**config.mk**
```make
export PLATFORM = sky130hd
export DESIGN_NAME = au_arbiter
export DESIGN_NICKNAME = d
export VERILOG_FILES = /design/src/rtl/au_arbiter.sv
export SDC_FILE = /design/constraint.sdc
export NUM_CORES = 1
export LEC_CHECK = 0
export ABC_AREA = 1
export BUFFER_PORTS_ARGS = -buffer_cell sky130_fd_sc_hd__buf_2
export CORE_AREA = 2 2 103 105
export CTS_CLUSTER_DIAMETER = 30
export DETAILED_ROUTE_END_ITERATION = 16
export DIE_AREA = 0 0 105 107
export PLACE_DENSITY = 0.72
export RECOVER_POWER = 25
export SLEW_MARGIN = 5
export SYNTH_ARGS = -nofsm -noshare
export SYNTH_HDL_FRONTEND = slang
export SYNTH_SLANG_ARGS = --single-unit
```
**constraint.sdc**
```tcl
create_clock -name clk -period 3.4 [get_ports clk]
set_input_delay 0.34 -clock clk [delete_from_list [all_inputs] [get_ports clk]]
set_output_delay 0.34 -clock clk [all_outputs]
set_load 0.02 [all_outputs]
```
**src/rtl/au_arbiter.sv**
```systemverilog
// Round-robin arbiter sharing one 16-bit arithmetic unit among NUM_REQ requesters.
// Define AU_ARB_FIXED_PRIO_EN to replace round-robin with fixed lowest-index priority.
module au_arbiter #(
  parameter int NUM_REQ = 4,
  parameter int ID_W    = 2
) (
  input  logic                   clk,
  input  logic                   rst,
  input  logic [NUM_REQ-1:0]     req,
  input  logic [2*NUM_REQ-1:0]   req_ctrl,
  input  logic [16*NUM_REQ-1:0]  req_a,
  input  logic [16*NUM_REQ-1:0]  req_b,
  output logic [NUM_REQ-1:0]     gnt,
  output logic [1:0]             au_ctrl,
  output logic [15:0]            au_a,
  output logic [15:0]            au_b,
  input  logic [15:0]            au_result,
  input  logic                   au_v,
  input  logic                   au_n,
  output logic                   resp_valid,
  input  logic                   resp_ready,
  output logic [ID_W-1:0]        resp_id,
  output logic [15:0]            resp_data,
  output logic                   resp_z,
  output logic                   resp_v,
  output logic                   resp_n,
  output logic                   busy
);

  typedef enum logic [1:0] {
    IDLE = 2'd0,
    EXEC = 2'd1,
    RESP = 2'd2
  } state_t;

  state_t          state, state_nx;
  logic [ID_W-1:0] cur_id;
  logic [ID_W-1:0] win;
  logic            found;
  logic [1:0]      sel_ctrl;
  logic [15:0]     sel_a, sel_b;

`ifndef AU_ARB_FIXED_PRIO_EN
  logic [ID_W-1:0]      rr_ptr;
  logic [2*NUM_REQ-1:0] req_rot;
  logic [ID_W:0]        sum;
`endif

  always_comb begin
    found = 1'b0;
    win   = '0;
`ifdef AU_ARB_FIXED_PRIO_EN
    for (int unsigned i = 0; i < NUM_REQ; i++) begin
      if (!found && req[i]) begin
        found = 1'b1;
        win   = ID_W'(i);
      end
    end
`else
    // Rotate so bit 0 is the requester at rr_ptr; the first set bit wins.
    req_rot = {req, req} >> rr_ptr;
    sum     = '0;
    for (int unsigned i = 0; i < NUM_REQ; i++) begin
      if (!found && req_rot[i]) begin
        found = 1'b1;
        sum   = {1'b0, rr_ptr} + (ID_W+1)'(i);
        if (sum >= (ID_W+1)'(NUM_REQ))
          sum = sum - (ID_W+1)'(NUM_REQ);
        win   = sum[ID_W-1:0];
      end
    end
`endif
  end

  always_comb begin
    sel_ctrl = '0;
    sel_a    = '0;
    sel_b    = '0;
    for (int unsigned i = 0; i < NUM_REQ; i++) begin
      if (win == ID_W'(i)) begin
        sel_ctrl = req_ctrl[2*i +: 2];
        sel_a    = req_a[16*i +: 16];
        sel_b    = req_b[16*i +: 16];
      end
    end
  end

  always_comb begin
    state_nx = state;
    case (state)
      IDLE:    if (found) state_nx = EXEC;
      EXEC:    state_nx = RESP;
      RESP:    if (resp_ready) state_nx = IDLE;
      default: state_nx = IDLE;
    endcase
  end

  always_ff @(posedge clk) begin
    if (rst) state <= IDLE;
    else     state <= state_nx;
  end

  always_ff @(posedge clk) begin
    if (rst) begin
      gnt        <= '0;
      au_ctrl    <= '0;
      au_a       <= '0;
      au_b       <= '0;
      cur_id     <= '0;
      resp_valid <= 1'b0;
      resp_id    <= '0;
      resp_data  <= '0;
      resp_z     <= 1'b0;
      resp_v     <= 1'b0;
      resp_n     <= 1'b0;
      busy       <= 1'b0;
`ifndef AU_ARB_FIXED_PRIO_EN
      rr_ptr     <= '0;
`endif
    end else begin
      busy <= (state_nx != IDLE);
      gnt  <= '0;
      case (state)
        IDLE: begin
          if (found) begin
            au_ctrl <= sel_ctrl;
            au_a    <= sel_a;
            au_b    <= sel_b;
            cur_id  <= win;
            gnt     <= NUM_REQ'(1) << win;
          end
        end
        EXEC: begin
          resp_data  <= au_result;
          resp_v     <= au_v;
          resp_n     <= au_n;
          resp_z     <= (au_result == 16'h0000);
          resp_id    <= cur_id;
          resp_valid <= 1'b1;
        end
        RESP: begin
          if (resp_ready) begin
            resp_valid <= 1'b0;
`ifndef AU_ARB_FIXED_PRIO_EN
            rr_ptr     <= (cur_id == ID_W'(NUM_REQ-1)) ? '0 : cur_id + ID_W'(1);
`endif
          end
        end
        default: ;
      endcase
    end
  end

endmodule

```
==> parameters.txt, run 1 <==
Parameter                              Value

Worst setup path
  Number of cells traversed by the worst register-to-register path    14
  Worst-path cell chain    nand2_1 > nand2_1 > nand2_1 > nand2_1 > inv_1 > nor2_2 > nand3_1 > nand2_2 > buf_12 > nor2_4 > nand2_1 > nand3_1 > nor2_1 > nor2_1
  Cell repeated most along the worst path    nand2_1
  Number of buffers and inverters on the critical path    2
  Largest delay share family, worst path    simple AND/OR/NAND/NOR gates
  Maximum fanout along the worst path    36
  Critical path capture point type    flop
  Nature of the critical path startpoint    flop
  RR Endpoint    au_a[15]
  Arrival time of data at the critical path endpoint    2.89 ns
  Flop2flop setup slack    0.75 ns
  Slowest cell on the critical path    dfxtp_1
  Worst Path Class, Setup    reg -> reg
  Maximum single-stage delay on the critical path    0.60 ns
  Req. time, crit path    3.64 ns
  Launch instance of the worst register-to-register path    rr_ptr[0]

CTS
  CTS tree    built
  Clock Pin Slew Worst Setup and Hold Paths    0.08 ns
  CTS sink cnt    67
  Skew-Pair Late Insertion Delay    0.35 ns
  Post-CTS resize count    0
  Clock tree root buffer cell    clkbuf_8
  Hold-fix buffers, CTS    0
  CTS buffer count    9
  Deepest level of the CTS H-tree    3
  Maximum clock path buffer count    2
  Post-CTS Repair Setup Buffers    0

Drt
  Vias per Instance    4.89
  Residual DRC count    0
  DR vias    4602
  Starting DRC count in detailed routing    183
  DRT Pass-1 Iters    5
  Final routed wirelength across all metal layers    12300 um
  Routed WL per cell    13.1 um
  Residual antenna-violating net count after detailed routing    0

Timing
  Total count of max-transition violations in the final report    0
  FMAX    0.378 GHz
  Normalized max-slew margin    0.504
  Finish-stage setup viols    0
  Share of the cycle needed by the critical path after routing    0.779
  Post-Route Skew    0.00874 ns
  Final hold violation count    0
  Setup repair after global routing missed its margin    false
  Fin crit period    2.65 ns
  Worst Max-Slew Pin Slew    0.742 ns
  Accumulated negative setup slack    0 ns

Synthesis
  Main area contributors after synthesis    dfxtp_1 (34%), nand3_1 (13%), nand2_1 (13%)
  Sequential cell area fraction in the yosys report    0.338
  Post-Synthesis Mean Instance Area    6.55 um2
  Share of synthesized flip-flops with an asynchronous set or reset    0
  Unique cell type count in the Yosys netlist    32
  Post-synth EDFFs    0
  Dominant register cell in the synthesized netlist    dfxtp_1
  Number of instances in the synthesized netlist    606
  Top-area cell type share of the netlist area    0.338
  Syn nets    768
  Cell taking the most area after synthesis    dfxtp_1
  Most used standard cell by instance count after synthesis    nand2_1
  Post-synthesis instance area    3970 um2
  Flop and latch count out of synthesis    67
  Yosys Warn Count    0
  Most common library cells after synthesis    nand2_1 (137), nand3_1 (105), dfxtp_1 (67)

Cells and area
  Synthesis-to-layout area growth    30.8%
  Number of nets in the final layout    962
  Fillers    1109
  Fraction of layout instances using a drive strength above 1    0.292

Status
  Run status    completed

Placement
  Half-perimeter wire length after detailed placement    9070 um
  Quantity of I/O buffers inserted on ports    221
  Global placer's final weighted congestion    0.847

Floorplanning
  Count of standard-cell rows    37
  Height of the chip    107 um
  Die width    105 um
  Count of pins on the block boundary    222
  Area of the die    11200 um2
  Floorplan core area    10100 um2
  Initial Utilization    0.393

Min path
  Class of the most critical hold timing path    in -> reg
  Worst-case hold path end point    resp_v
  Start point of the worst hold path    au_v
  Worst Hold Path Cells    3

Global route
  Leftover overflow at the end of global routing    0
  Vias in the first global route    4107
  Maximum number of pins on one net before global-route repair    56
  Overall global routing resource usage    0.217
  Initial antenna violation count    1
  Wire length of the first global-routing pass    19700 um

Power and ir drop
  VDD IR max    0.241 mV
  Overall Power    2.68 mW
  Leakage component of the power    2.63 nW
  Power density over the cells    515 nW/um2

Flow run
  Maximum Capacitance Violations    0
==> layout by cell type (no fill, tap or decap), drive strengths merged <==
| cell type | count |
|---|---|
| nand3 | 109 |
| o31ai | 1 |
| a21oi | 38 |
| clkinv | 5 |
| xnor2 | 1 |
| inv | 47 |
| nor2 | 66 |
| o211ai | 1 |
| clkbuf | 41 |
| ha | 1 |
| nor3 | 2 |
| nor4 | 3 |
| dfxtp | 67 |
| buf | 194 |
| diode | 1 |
| nand4 | 3 |
| nand2 | 143 |
| or4 | 1 |
| o21ai | 57 |
| nand3b | 25 |
==> registers in the layout (all words and copies together), names as in the netlist, 2 cells and up <==
signal	cells
au_a	16
state	2
au_b	16
resp_id	2
au_ctrl	2
cur_id	2
gnt	4
resp_data	16
rr_ptr	2
==> where the power goes <==
part	internal, mW	switching [mW]
Clock	0.268	0.331
Combinational	0.374	0.730
Sequential	0.909	0.0641
==> cell type report <==
cell class | count | area [um2] | area share
inverters | 45 | 176 | 0.0340
multi-input cells | 451 | 2200 | 0.423
flip-flops and latches | 67 | 1340 | 0.258
clock buffers | 9 | 124 | 0.0239
diodes | 1 | 2.50 | 0.000482
well taps | 136 | 170 | 0.0328
clock inverters | 7 | 50.0 | 0.00964
repair buffers | 226 | 1130 | 0.217
==> stage by stage <==
| stage | worst slack [ns] | hold slack [ns] | util | area [um2] | std cells |
|---|---|---|---|---|---|
| global placement | 0.831 | 0.448 | 0.501 | 5050 | 925 |
| CTS | 0.771 | 0.210 | 0.518 | 5230 | 941 |
| global route | 0.468 | 0.224 | 0.514 | 5190 | 942 |
| finish | 0.752 | 0.219 | 0.514 | 5190 | 942 |
| detailed placement | 0.776 | 0.451 | 0.501 | 5050 | 925 |
| floorplan | 1.60 | 0.448 | - | 3970 | 606 |
==> logic make-up (layout without fill, tap and decap cells) <==
kind of cell | after synthesis | in the layout | synth area share
other cells | 0 | 1 | 0
compound gates | 97 | 97 | 0.126
buf+inv | 88 | 287 | 0.108
simple gates | 352 | 352 | 0.422
xor+xnor | 1 | 1 | 0.00221
fa+ha+maj | 1 | 1 | 0.00315
flops | 67 | 67 | 0.338
==> worst max path at each step <==
stage	cells after the start	to	slack, ns	start
2_1_floorplan	16	au_a[9]	1.60	rr_ptr[0]
3_3_place_gp	14	au_a[15]	0.83	rr_ptr[0]
3_5_place_dp	14	au_a[15]	0.78	rr_ptr[0]
4_1_cts	14	au_a[15]	0.77	rr_ptr[0]
5_1_grt	14	au_a[12]	0.47	rr_ptr[0]
6_report	14	au_a[15]	0.75	rr_ptr[0]
==> worst reg2reg max path: cells and delay by family (launching register included) <==
| family | cells | cell delay, ns |
|---|---|---|
| flops | 1 | 0.60 |
| simple gates | 12 | 1.60 |
| buf+inv | 2 | 0.36 |
==> routing by layer <==
layer  track usage  vias up  part of all wire  routed length [um]
li1              -     2402                 -                   -
met1         0.271     2022              0.43                5250
met2         0.356      149              0.48                5920
met3        0.0511       29             0.064                 786
met4        0.0981        0             0.028                 343
met5             0        -                 0                   0
(Power assumes the default switching activity.)
==> run 2: changes to the inputs <==
==> constraint.sdc (replaced) <==
create_clock -name clk -period 2.72 [get_ports clk]
set_input_delay 0.272 -clock clk [delete_from_list [all_inputs] [get_ports clk]]
set_output_delay 0.272 -clock clk [all_outputs]
set_load 0.02 [all_outputs]
==> run 2 against run 1 <==
- combinational power grew 28%
- maximum frequency increased by 11%
- routed wire length increased by 1.3%
- clock power rose by 45%
- sequential share of layout area decreased by 0.38 points
- critical endpoint unchanged
- sequential power up 24%
- via count grew 0.80%
- total power rose by 31%
- count of clock-buffer cells in the layout is the same
- global-route usage grew 0.20 points
==> parameters.txt, run 2 (synthesized netlist as in run 1, its figures left out) <==
Parameter                              Value

Status
  Run status    completed

Cells and area
  Number of nets in the final layout    968 (+0.62%)
  Util after Layout    0.522 (+0.00769)
  Multi-input combinational cell area    2200 um2 (unchanged)
  Most frequent standard cell in the layout excluding fill and tap cells    buf_2
  Fraction of layout instances using a drive strength above 1    0.298 (+0.00647)
  Reg area    1340 um2 (unchanged)
  Fillers    1117 (+0.72%)
  Synthesis-to-layout area growth    32.8%
  Most used cells in the layout excluding fill and tap cells    buf_2 (190), nand2_1 (136), nand3_1 (105), dfxtp_1 (67), nor2_1 (59)
  Diode insertion count for antenna repair    0 (-1)
  Largest registers    au_a: 16 flops, au_b: 16 flops, resp_data: 16 flops

Worst setup path
  Launch instance of the worst register-to-register path    rr_ptr[0]
  Nature of the critical path startpoint    flop
  Flop2flop setup slack    0.33 ns (-0.42 ns)
  Req. time, crit path    3.00 ns (-0.64 ns)
  Number of cells traversed by the worst register-to-register path    13 (-1)
  Worst-path cell chain    nand2_1 > nand2_2 > nand2_4 > nand2_4 > nor2_4 > a21oi_2 > nand3_2 > buf_12 > nor2_2 > nand2_1 > nand3_1 > nor2_1 > nor2_1
  Maximum fanout along the worst path    46 (+28%)
  Critical path capture point type    flop
  RR Endpoint    au_a[15]
  Maximum single-stage delay on the critical path    0.60 ns (about the same)
  Arrival time of data at the critical path endpoint    2.67 ns (-0.22 ns)
  Worst Path Class, Setup    reg -> reg
  Slowest cell on the critical path    dfxtp_1

Timing
  Worst Max-Slew Pin Slew    0.740 ns (-0.00290 ns)
  Share of the cycle needed by the critical path after routing    0.879 (+0.100)
  FMAX    0.418 GHz (+11%)
  Total count of max-transition violations in the final report    0 (unchanged)
  Normalized max-slew margin    0.506 (+0.00194)
  Post-Route Skew    0.00685 ns (-0.00189 ns)
  Finish-stage setup viols    0 (unchanged)
  Fin crit period    2.39 ns (-0.257 ns)
  Final hold violation count    0 (unchanged)
  Setup repair after global routing missed its margin    false
  Accumulated negative setup slack    0 ns (unchanged)

Flow run
  Maximum Capacitance Violations    0 (unchanged)

CTS
  Clock tree root buffer cell    clkbuf_8
  Post-CTS Repair Setup Buffers    0 (unchanged)
  CTS tree    built
  Post-CTS resize count    0 (unchanged)
  Deepest level of the CTS H-tree    3 (unchanged)
  Maximum clock path buffer count    2 (unchanged)
  Hold-fix buffers, CTS    0 (unchanged)
  CTS sink cnt    67 (unchanged)
  CTS buffer count    9 (unchanged)
  Skew-Pair Late Insertion Delay    0.33 ns (-0.02 ns)
  Clock Pin Slew Worst Setup and Hold Paths    0.09 ns (about the same)

Drt
  Routed WL per cell    13.2 um (+0.81%)
  Final routed wirelength across all metal layers    12500 um (+1.3%)
  Vias per Instance    4.90 (+0.27%)
  DRT Pass-1 Iters    4 (-1)
  DR vias    4639 (+0.80%)
  Starting DRC count in detailed routing    197 (+7.7%)
  Residual DRC count    0 (unchanged)
  Residual antenna-violating net count after detailed routing    0 (unchanged)

Global route
  Layer with the highest usage    met2
  Met3 usage in global routing    0.0559 (+0.00486)
  Initial antenna violation count    0 (-1)
  Leftover overflow at the end of global routing    0 (unchanged)
  Maximum number of pins on one net before global-route repair    47 (-16%)
  Overall global routing resource usage    0.219 (+0.00202)
  Met2 Usage GRT    0.366 (+0.0102)
  Wire length of the first global-routing pass    20000 um (+1.6%)
  Met1 Use GR    0.273 (+0.00105)
  Vias in the first global route    4288 (+4.4%)

Floorplanning
  Area of the die    11200 um2 (unchanged)
  Count of standard-cell rows    37 (unchanged)
  Initial Utilization    0.393 (unchanged)
  Count of pins on the block boundary    222 (unchanged)
  Height of the chip    107 um (unchanged)
  Floorplan core area    10100 um2 (unchanged)
  Die width    105 um (unchanged)

Min path
  Worst Hold Path Cells    3 (unchanged)
  Worst-case hold path end point    resp_v
  Class of the most critical hold timing path    in -> reg
  Start point of the worst hold path    au_v

Power and ir drop
  Power density over the cells    663 nW/um2 (+29%)
  Leakage component of the power    2.67 nW (+1.6%)
  VDD IR max    0.250 mV (+3.8%)

Placement
  Quantity of I/O buffers inserted on ports    221 (unchanged)
  Half-perimeter wire length after detailed placement    9260 um (+2.0%)
  Global placer's final weighted congestion    0.876 (+3.5%)
## run 2: worst max-delay path, delay by kind of cell, from the launching register on
family / cells / cell delay [ns]
AOI/OAI and AO/OA: 1 / 0.13
buffers and inverters: 1 / 0.20
DFF: 1 / 0.60
and+or+nand+nor: 11 / 1.38
## run 2: per-layer routing
metal | routed length, um | vias to the layer above
met4 | 337 | 0
met5 | 0 | -
met1 | 5490 | 2071
met3 | 635 | 28
met2 | 6000 | 139
li1 | - | 2401
## run 2: worst max-delay path by stage
stage | from | end | slack (ns) | cells past startpoint
6_report | rr_ptr[0] | au_a[15] | 0.33 | 13
5_1_grt | rr_ptr[0] | au_a[12] | 0.05 | 13
4_1_cts | rr_ptr[0] | au_a[15] | 0.31 | 13
3_5_place_dp | rr_ptr[0] | au_a[15] | 0.34 | 13
3_3_place_gp | rr_ptr[0] | au_a[15] | 0.38 | 13
2_1_floorplan | rr_ptr[0] | au_a[9] | 0.92 | 16
## run 2: layout make-up
cell class,instances,area share
flip-flops and latches,67,0.255
multi-input cells,451,0.417
well taps,136,0.0323
inverters,45,0.0335
repair buffers,232,0.223
clock buffers,9,0.0235
clock inverters,7,0.0159
## run 2: metrics by stage
step	std cells	power (mW)	hold slack [ns]	setup slack (ns)	instance area (um2)
floorplan	606	2.24	0.407	0.924	3970
global placement	931	2.66	0.446	0.382	5100
detailed placement	931	2.67	0.453	0.338	5100
CTS	947	3.55	0.143	0.308	5310
global route	947	3.76	0.146	0.0528	5270
finish	947	3.49	0.167	0.329	5270
## run 2: power by group
part	switching, mW	total (mW)	internal (mW)
combinational	0.921	1.41	0.487
sequential	0.0787	1.21	1.14
clock	0.431	0.871	0.439
